File: src/rtl/sdram_pkg.sv
// Shared SDRAM command encodings {cs_n,ras_n,cas_n,we_n} and arbiter state type.
package sdram_pkg;

  localparam logic [3:0] CMD_NOP  = 4'b0111;
  localparam logic [3:0] CMD_PRE  = 4'b0010;
  localparam logic [3:0] CMD_AREF = 4'b0001;
  localparam logic [3:0] CMD_MRS  = 4'b0000;
  localparam logic [3:0] CMD_ACT  = 4'b0011;
  localparam logic [3:0] CMD_WR   = 4'b0100;
  localparam logic [3:0] CMD_RD   = 4'b0101;

  typedef enum logic [2:0] {
    S_INIT,
    S_ARB,
    S_AREF,
    S_WRITE,
    S_READ
  } state_e;

endpackage

File: src/rtl/sdram_ref_timer.sv
// Periodic refresh request generator: raises ref_pending every REF_CYCLES clocks
// after init_done and flags a sticky overrun if a request is still unserved at the next wrap.
module sdram_ref_timer #(
  parameter int REF_CYCLES = 780
) (
  input  logic clk,
  input  logic rst,
  input  logic init_done,
  input  logic ref_ack,
  output logic ref_pending,
  output logic ref_overrun
);

  localparam int CW = (REF_CYCLES > 2) ? $clog2(REF_CYCLES) : 1;
  localparam logic [CW-1:0] LAST = CW'(REF_CYCLES - 1);

  logic [CW-1:0] count_q, count_d;
  logic          pending_q, pending_d;
  logic          overrun_q, overrun_d;
  logic          wrap;

  always_comb begin
    count_d   = count_q;
    wrap      = 1'b0;
    if (init_done) begin
      if (count_q == LAST) begin
        count_d = '0;
        wrap    = 1'b1;
      end else begin
        count_d = count_q + CW'(1);
      end
    end
    // a wrap on the same edge as the grant re-arms the request
    pending_d = pending_q;
    if (wrap) begin
      pending_d = 1'b1;
    end else if (ref_ack) begin
      pending_d = 1'b0;
    end
    overrun_d = overrun_q | (wrap & pending_q);
  end

  always_ff @(posedge clk) begin
    if (rst) begin
      count_q   <= '0;
      pending_q <= 1'b0;
      overrun_q <= 1'b0;
    end else begin
      count_q   <= count_d;
      pending_q <= pending_d;
      overrun_q <= overrun_d;
    end
  end

  assign ref_pending = pending_q;
  assign ref_overrun = overrun_q;

endmodule

File: src/rtl/sdram_arbiter.sv
// SDRAM pin arbiter. States: S_INIT init owns pins | S_ARB pick next owner (NOP) |
// S_AREF refresh owns pins | S_WRITE write owns pins | S_READ read owns pins.
module sdram_arbiter
  import sdram_pkg::*;
#(
  parameter int REF_CYCLES = 780,
  parameter int ADDR_W     = 13,
  parameter int BANK_W     = 2
) (
  input  logic              clk,
  input  logic              rst,
  input  logic              init_done,
  input  logic [3:0]        init_cmd,
  input  logic [BANK_W-1:0] init_bank,
  input  logic [ADDR_W-1:0] init_addr,
  output logic              ref_en,
  input  logic              ref_end,
  input  logic [3:0]        ref_cmd,
  input  logic [ADDR_W-1:0] ref_addr,
  input  logic              wr_req,
  output logic              wr_en,
  input  logic              wr_end,
  input  logic [3:0]        wr_cmd,
  input  logic [BANK_W-1:0] wr_bank,
  input  logic [ADDR_W-1:0] wr_addr,
  input  logic              rd_req,
  output logic              rd_en,
  input  logic              rd_end,
  input  logic [3:0]        rd_cmd,
  input  logic [BANK_W-1:0] rd_bank,
  input  logic [ADDR_W-1:0] rd_addr,
  output logic              ref_pending,
  output logic              ref_overrun,
  output logic [3:0]        sdram_cmd,
  output logic [BANK_W-1:0] sdram_bank,
  output logic [ADDR_W-1:0] sdram_addr
);

  state_e            state_q, state_d;
  logic              last_wr_q, last_wr_d;
  logic              ref_en_q, ref_en_d;
  logic              wr_en_q, wr_en_d;
  logic              rd_en_q, rd_en_d;
  logic [3:0]        cmd_q, cmd_d;
  logic [BANK_W-1:0] bank_q, bank_d;
  logic [ADDR_W-1:0] addr_q, addr_d;
  logic              ref_ack;

  sdram_ref_timer #(.REF_CYCLES(REF_CYCLES)) u_ref_timer (
    .clk         (clk),
    .rst         (rst),
    .init_done   (init_done),
    .ref_ack     (ref_ack),
    .ref_pending (ref_pending),
    .ref_overrun (ref_overrun)
  );

  always_comb begin
    state_d   = state_q;
    last_wr_d = last_wr_q;
    case (state_q)
      S_INIT:  if (init_done) state_d = S_ARB;
      S_ARB: begin
        if (ref_pending)           state_d = S_AREF;
        else if (wr_req && rd_req) state_d = last_wr_q ? S_READ : S_WRITE;
        else if (wr_req)           state_d = S_WRITE;
        else if (rd_req)           state_d = S_READ;
      end
      S_AREF:  if (ref_end) state_d = S_ARB;
      S_WRITE: if (wr_end)  state_d = S_ARB;
      S_READ:  if (rd_end)  state_d = S_ARB;
      default: state_d = S_INIT;
    endcase
    if (state_q == S_ARB && state_d == S_WRITE) last_wr_d = 1'b1;
    if (state_q == S_ARB && state_d == S_READ)  last_wr_d = 1'b0;
    ref_en_d = (state_d == S_AREF);
    wr_en_d  = (state_d == S_WRITE);
    rd_en_d  = (state_d == S_READ);
  end

  assign ref_ack = (state_q == S_ARB) && (state_d == S_AREF);

  // refresh has no bank input, so its bank stays at zero like NOP
  always_comb begin
    cmd_d  = CMD_NOP;
    bank_d = '0;
    addr_d = '0;
    case (state_q)
      S_INIT:  begin cmd_d = init_cmd; bank_d = init_bank; addr_d = init_addr; end
      S_AREF:  begin cmd_d = ref_cmd;  addr_d = ref_addr; end
      S_WRITE: begin cmd_d = wr_cmd;   bank_d = wr_bank;   addr_d = wr_addr; end
      S_READ:  begin cmd_d = rd_cmd;   bank_d = rd_bank;   addr_d = rd_addr; end
      default: ;
    endcase
  end

  always_ff @(posedge clk) begin
    if (rst) begin
      state_q   <= S_INIT;
      last_wr_q <= 1'b0;
      ref_en_q  <= 1'b0;
      wr_en_q   <= 1'b0;
      rd_en_q   <= 1'b0;
      cmd_q     <= CMD_NOP;
      bank_q    <= '0;
      addr_q    <= '0;
    end else begin
      state_q   <= state_d;
      last_wr_q <= last_wr_d;
      ref_en_q  <= ref_en_d;
      wr_en_q   <= wr_en_d;
      rd_en_q   <= rd_en_d;
      cmd_q     <= cmd_d;
      bank_q    <= bank_d;
      addr_q    <= addr_d;
    end
  end

  assign ref_en     = ref_en_q;
  assign wr_en      = wr_en_q;
  assign rd_en      = rd_en_q;
  assign sdram_cmd  = cmd_q;
  assign sdram_bank = bank_q;
  assign sdram_addr = addr_q;

endmodule

File: config.mk
export PLATFORM = sky130hd
export DESIGN_NAME = sdram_arbiter
export DESIGN_NICKNAME = d
export VERILOG_FILES = /design/src/rtl/sdram_pkg.sv /design/src/rtl/sdram_ref_timer.sv /design/src/rtl/sdram_arbiter.sv
export SDC_FILE = /design/constraint.sdc
export NUM_CORES = 1
export LEC_CHECK = 0
export ABC_AREA = 1
export CORE_MARGIN = 2
export CORE_UTILIZATION = 36
export CTS_CLUSTER_SIZE = 28
export DETAILED_ROUTE_END_ITERATION = 7
export GPL_TIMING_DRIVEN = 0
export PLACE_DENSITY = 0.77
export SLEW_MARGIN = 20
export SYNTH_ARGS = -nofsm -noshare
export SYNTH_HDL_FRONTEND = slang
export SYNTH_HIERARCHICAL = 1
export SYNTH_SLANG_ARGS = --single-unit
File: constraint.sdc
create_clock -name clk -period 1.2 [get_ports clk]
set_input_delay 0.3 -clock clk [delete_from_list [all_inputs] [get_ports clk]]
set_output_delay 0.3 -clock clk [all_outputs]
set_load 0.05 [all_outputs]
# Yosys cells after proc, flatten, opt, wreduce, memory -nomap -nowiden
# Index checks and enable logic that the tools add are counted.
# classes
n_div	0
n_addsub	1
n_lt_le_gt_ge	0
eq_ne	8
n_reduce_logical	7
n_mux	18
shifts	0
bitwise_logic	2
mul	0
# ops
operator	count
13-bit one-hot mux with 4 select lines	1
3-bit two-way mux	9
4-bit one-hot mux with 4 select lines	1
3-bit one-hot mux with 5 select lines	1
3-bit by 2-bit == test with 1-bit output, second input constant	4
10-bit by 1-bit adder with 10-bit output, second input constant	1
10-bit == test, second input constant	1
10-bit two-way mux	1
3-bit == test, second input constant	2
2-bit one-hot mux with 3 select lines	1
1-bit logical AND	4
1-bit two-way mux	4
3-bit by 1-bit == test with 1-bit output, second input constant	1
3-bit zero test	1
2-bit nonzero test	1
2-bit OR reduction	1
1-bit AND	1
1-bit bitwise OR	1
# word_totals
out_inout_bits	24
rom_bits	0
regBits	38
inputBits	82
word_cells	47
ramBits	0
mem_count	0
latchBits	0

# Longest topological paths before layout
# depth
ltp_word	9
ltp_mapped	12
ltp_nobuf	12

# Modules after synthesis
# Netlist, hierarchy kept.
# modules_own_cells
module	instances	seq_area_each_um2	cells_per_inst	area_per_inst_um2
sdram_arbiter	1	520.5	213	1375.1
sdram_ref_timer	1	240.2	94	668.1

# Least setup slack after synthesis
# Ideal clock, no wire load.
# synth_path
path_type	register to register
from	reg u_ref_timer.pending_q, in the netlist u_ref_timer/ref_pending
to	reg u_ref_timer.pending_q, in the netlist u_ref_timer/ref_pending
arrival_time_ns	1.274
n_path_buf	0
setup_ns	0.117
t_required_ns	1.083
period_less_slack_ns	1.391
path_slack_ns	-0.191
stages_incl_launch_ff	10
cell_sequence	dfxtp_1 inv_1 nand2_1 nand3_1 nand2_1 nand2_1 nor2_1 inv_1 nand2_1 a21oi_2
# synth_via
elab_chain_cells	5
# synth_lines
item	line	source
start, declared	sdram_ref_timer.sv:18	logic pending_q, pending_d;
start signal, assigned	sdram_ref_timer.sv:50	pending_q <= pending_d;
3-bit two-way mux	sdram_arbiter.sv:64	if (ref_pending) state_d = S_AREF;
3-bit one-hot mux with 5 select lines	sdram_arbiter.sv:61	case (state_q)
3-bit by 2-bit == test with 1-bit output	sdram_arbiter.sv:81	assign ref_ack = (state_q == S_ARB) && (state_d == S_AREF);
1-bit logical AND	sdram_arbiter.sv:81	
net ref_ack	sdram_arbiter.sv:47	logic ref_ack;
2-bit nonzero test (no source line)	-	
# The timed path passes the listed nets, and every way through them passes these cells.
# A chain may end at the register's enable or synchronous reset.

# Worst setup path after layout
# layout_path
from	reg state_q[0]
to	reg u_ref_timer.pending_q, in the netlist u_ref_timer/ref_pending
# layout_via
elab_chain_cells	8
word_cells_on_any_way	17
classes_between	eq/ne: 5; mux: 9; reduce/logical: 3
# layout_lines
item	line	source
start, declared	sdram_arbiter.sv:39	state_e state_q, state_d;
start signal, assigned	sdram_arbiter.sv:108	state_q <= state_d;
3-bit two-way mux	sdram_arbiter.sv:67	else if (rd_req) state_d = S_READ;
3-bit two-way mux	sdram_arbiter.sv:66	else if (wr_req) state_d = S_WRITE;
3-bit two-way mux	sdram_arbiter.sv:65	else if (wr_req && rd_req) state_d = last_wr_q ? S_READ : S_WRITE;
3-bit two-way mux	sdram_arbiter.sv:64	
3-bit one-hot mux with 5 select lines	sdram_arbiter.sv:61	
3-bit by 2-bit == test with 1-bit output	sdram_arbiter.sv:81	
1-bit logical AND *	sdram_arbiter.sv:81	
net ref_ack	sdram_arbiter.sv:47	
2-bit nonzero test (no source line) *	-	
# The timed path passes the listed nets; every way through them passes the cells marked *.

==> metrics <==
worst hold stages=2; Post-synth EDFFs=0; CTS tree=yes; setup_tns=-0.2062 ns; failing checks=setup timing; syn_area_per_cell=6.655 µm²; Min-Delay Startpoint=rst; Post-DP HPWL=4.585 mm; final global-route overflow total=0; R2R Path Start=state_q[0]; 1st-iter DRT viols=75; CTS Buffer Depth=2; chip height=79.34 µm; final worst path period share=106.7%; ys flop type=dfxtp_1; status=finished with violations; Core Footprint=5507 µm²; Post-CTS Hold Buffers=0; gpl congestion=0.8705; RR Endpoint=u_ref_timer/ref_pending; Internal=0.002286 W; drt wl/cell=12.42 µm; Min-Delay Path Class=in2reg; CP Data Arrival Time=1.51 ns; Die ar.=6294 µm²; boundary pin count=106; placed cells=484; antenna viol nets, final=0; FP Rows=27; Synth async-reset ratio=0%; Pwr Total=0.003394 W; largest net degree at the start of global routing=20; r2r worst-path depth=12; Setup WS post-layout=-0.08080 ns; CTS Buf Count=5; Root Driver=clkbuf_8; sw power=0.001108 W; initial antenna violation count=0; Seq/Total Area, Yosys=37.23%; crit-path cells=inv_4, nor2_4, nand2_2, nor2_2, nand2_1, nand2_2, inv_2, nand2_2, nor2_2, inv_1, nand2_1, a21oi_2; Flop pwr share=40.8%; final design utilization=62.92%; Pwr Density=979.6 nW/µm²; most frequent CP cell=nand2_2; RSZ-0062 raised after global routing=true; count of buffers from port buffering=105; drt drc=0; Synth Register Bits=38; R2R Setup Slk=-0.08 ns; Worst path max stage delay=0.41 ns; cell family with most CP delay=simple AND/OR/NAND/NOR gates; Place WS=-0.7570 ns; Sw Share=32.64%; diode count=0; Peak Freq=780.8 MHz; critical path class=reg2reg; Total GRT Usage=20.06%; Final Setup Violations=8; area occupied by multi-input gates=1187 µm²; Die X=79.34 µm; Vias/cell=4.626; Reg clk slew, reported paths=0.08 ns; WL final=6.310 mm; Worst Skew=0.005529 ns; max_cap viols=0; Filler Cells Inserted=500; Post-Layout Cell Count=508; Worst Path Max Fanout=6; final hold viol count=0; # H-tree levels=2; Worst-Skew Late Latency=0.29 ns; Slew Viols, Final=0; FF/Latch Area=773.2 µm²; clock share of power=27.1%; Worst path slowest cell=dfxtp_4; Synth area leaders=dfxtp_1, nand2_1, inv_1; Initial Util=37.11%; Synth area leader=dfxtp_1; syn_nets=390; combinational power share=32.1%; layout cell share with drive strength beyond 1=29.36%; Cell Area, Synth=2043 µm²; Synth cell types=30; CP required=1.43 ns; Ys Warns=6; hold path endpoint=u_ref_timer/ref_pending; clk sinks=38; Nets=518; Worst-Margin Slew=0.3117 ns; Initial DRT Pass Iterations=4; critical path startpoint category=flip-flop; Synth top area share=37.23%; static leakage=1.554 nW; WP buf/inv=3; vias in the first global route=2311; Area growth syn-to-layout=69.57%; Post-Syn Instances=307; CP endpoint kind=flip-flop; total number of vias=2350; Rel. slew slack=79.00%; crit path time final=1.281 ns; first-pass GRT wire length=9.970 mm; worst vdd ir=496.1 µV
-- synth_stat cells (2+ instances only) --
| cell | n |
|---|---|
| nor2_1 | 23 |
| buf_2 | 2 |
| inv_2 | 6 |
| a31oi_1 | 14 |
| dfxtp_1 | 38 |
| buf_6 | 3 |
| nand3_2 | 2 |
| nor2_2 | 9 |
| a21oi_1 | 12 |
| inv_1 | 34 |
| nand2_1 | 116 |
| nand3_1 | 12 |
| o21ai_1 | 2 |
| nand4_1 | 5 |
| a21oi_2 | 3 |
| nand2_2 | 12 |
-- placed cells by master (no fill, tap or decap), types with 2 or more instances in the layout --
| cell type | n |
|---|---|
| a21oi_1 | 8 |
| a21oi_2 | 7 |
| a31oi_1 | 14 |
| buf_2 | 19 |
| buf_4 | 17 |
| buf_6 | 6 |
| clkbuf_4 | 4 |
| clkbuf_8 | 6 |
| clkdlybuf4s50_1 | 78 |
| dfxtp_1 | 32 |
| dfxtp_2 | 4 |
| dfxtp_4 | 2 |
| dlygate4sd2_1 | 2 |
| inv_1 | 33 |
| inv_2 | 4 |
| inv_4 | 3 |
| nand2_1 | 102 |
| nand2_2 | 23 |
| nand2_4 | 4 |
| nand3_1 | 9 |
| nand3_2 | 5 |
| nand4_1 | 5 |
| nor2_1 | 18 |
| nor2_2 | 9 |
| nor2_4 | 6 |
| o21ai_1 | 2 |
-- kinds of logic after synthesis --
group / share of synthesized area [%]
XOR/XNOR: 0.8575
adder cells (fa/ha/maj): 0.6123
buffers and inverters: 11.14
AO/OA/AOI/OAI: 9.247
multiplexers: 0.4899
AND/OR/NAND/NOR: 40.42
flip-flops: 37.23
-- what timing repair did --
item / 4_1_cts / 5_1_grt
gates resized for setup: 142 / 39
cloned: 0 / 2
pin swaps: 12 / 8
setup endpoints to repair: 61 / 41
setup buffers: 11 / 7
-- per-stage QoR --
step | hold slack [ns] | cell area [µm²]
final | 0.4094 | 3465
after global routing | 0.4297 | 3465
after CTS | 0.3986 | 3302
after detailed placement | 0.4445 | 3204
after global placement | 0.4431 | 3204
after floorplan | 0.3551 | 2063
-- worst reg2reg max path, stage by stage (launching register included) --
cell and delay [ns]:
dfxtp_4 0.41, inv_4 0.05, nor2_4 0.09, nand2_2 0.06
nor2_2 0.10, nand2_1 0.07, nand2_2 0.08, inv_2 0.04
nand2_2 0.07, nor2_2 0.03, inv_1 0.04, nand2_1 0.05
a21oi_2 0.10
-- layer usage --
metal	share of wire (%)	up-vias	track usage, %
li1	-	1211	-
met1	40	1062	20.81
met2	53	66	39.15
met3	5.3	11	4.659
met4	2.1	0	6.552
met5	0	-	0
-- worst max-delay path by stage --
| stage | from | to | depth (start not counted) |
|---|---|---|---|
| 6_report | state_q[0] | u_ref_timer/ref_pending | 12 |
| 5_1_grt | state_q[0] | u_ref_timer/ref_pending | 12 |
| 4_1_cts | state_q[1] | u_ref_timer/ref_pending | 11 |
| 3_5_place_dp | rst | sdram_addr[2] | 5 |
| 3_3_place_gp | rst | sdram_addr[5] | 5 |
| 2_1_floorplan | state_q[2] | u_ref_timer/ref_pending | 10 |
-- cell type report --
type                            instances  share of cell area [%]
Timing Repair Buffer                  122                   30.99
Tap cell                               72                   2.600
Inverter                               42                   5.128
Clock inverter                          1                  0.1445
Sequential cell                        38                   22.32
Multi-Input combinational cell        220                   34.27
Clock buffer                            7                   2.492
Buffer                                  6                   2.059
-- state kept, by name, indices dropped and copies added, names as in the netlist --
register and flops:
u_ref_timer/count_q 10, sdram_bank 2, wr_en 1, u_ref_timer/ref_pending 1
u_ref_timer/ref_overrun 1, rd_en 1, sdram_cmd 4, sdram_addr 13
state_q 3, last_wr_q 1, ref_en 1
-- power groups by stage --
| stage | logic, W | clock network (W) | registers [W] |
|---|---|---|---|
| final | 0.00109 | 0.000921 | 0.00138 |
| after floorplan | 0.000298 | 0 | 0.00165 |
| after CTS | 0.00103 | 0.000941 | 0.00138 |
| after global placement | 0.00101 | 0 | 0.00141 |
| after global routing | 0.00117 | 0.000984 | 0.00139 |
| after detailed placement | 0.00102 | 0 | 0.00141 |
Power figures use the tool's default switching activity.
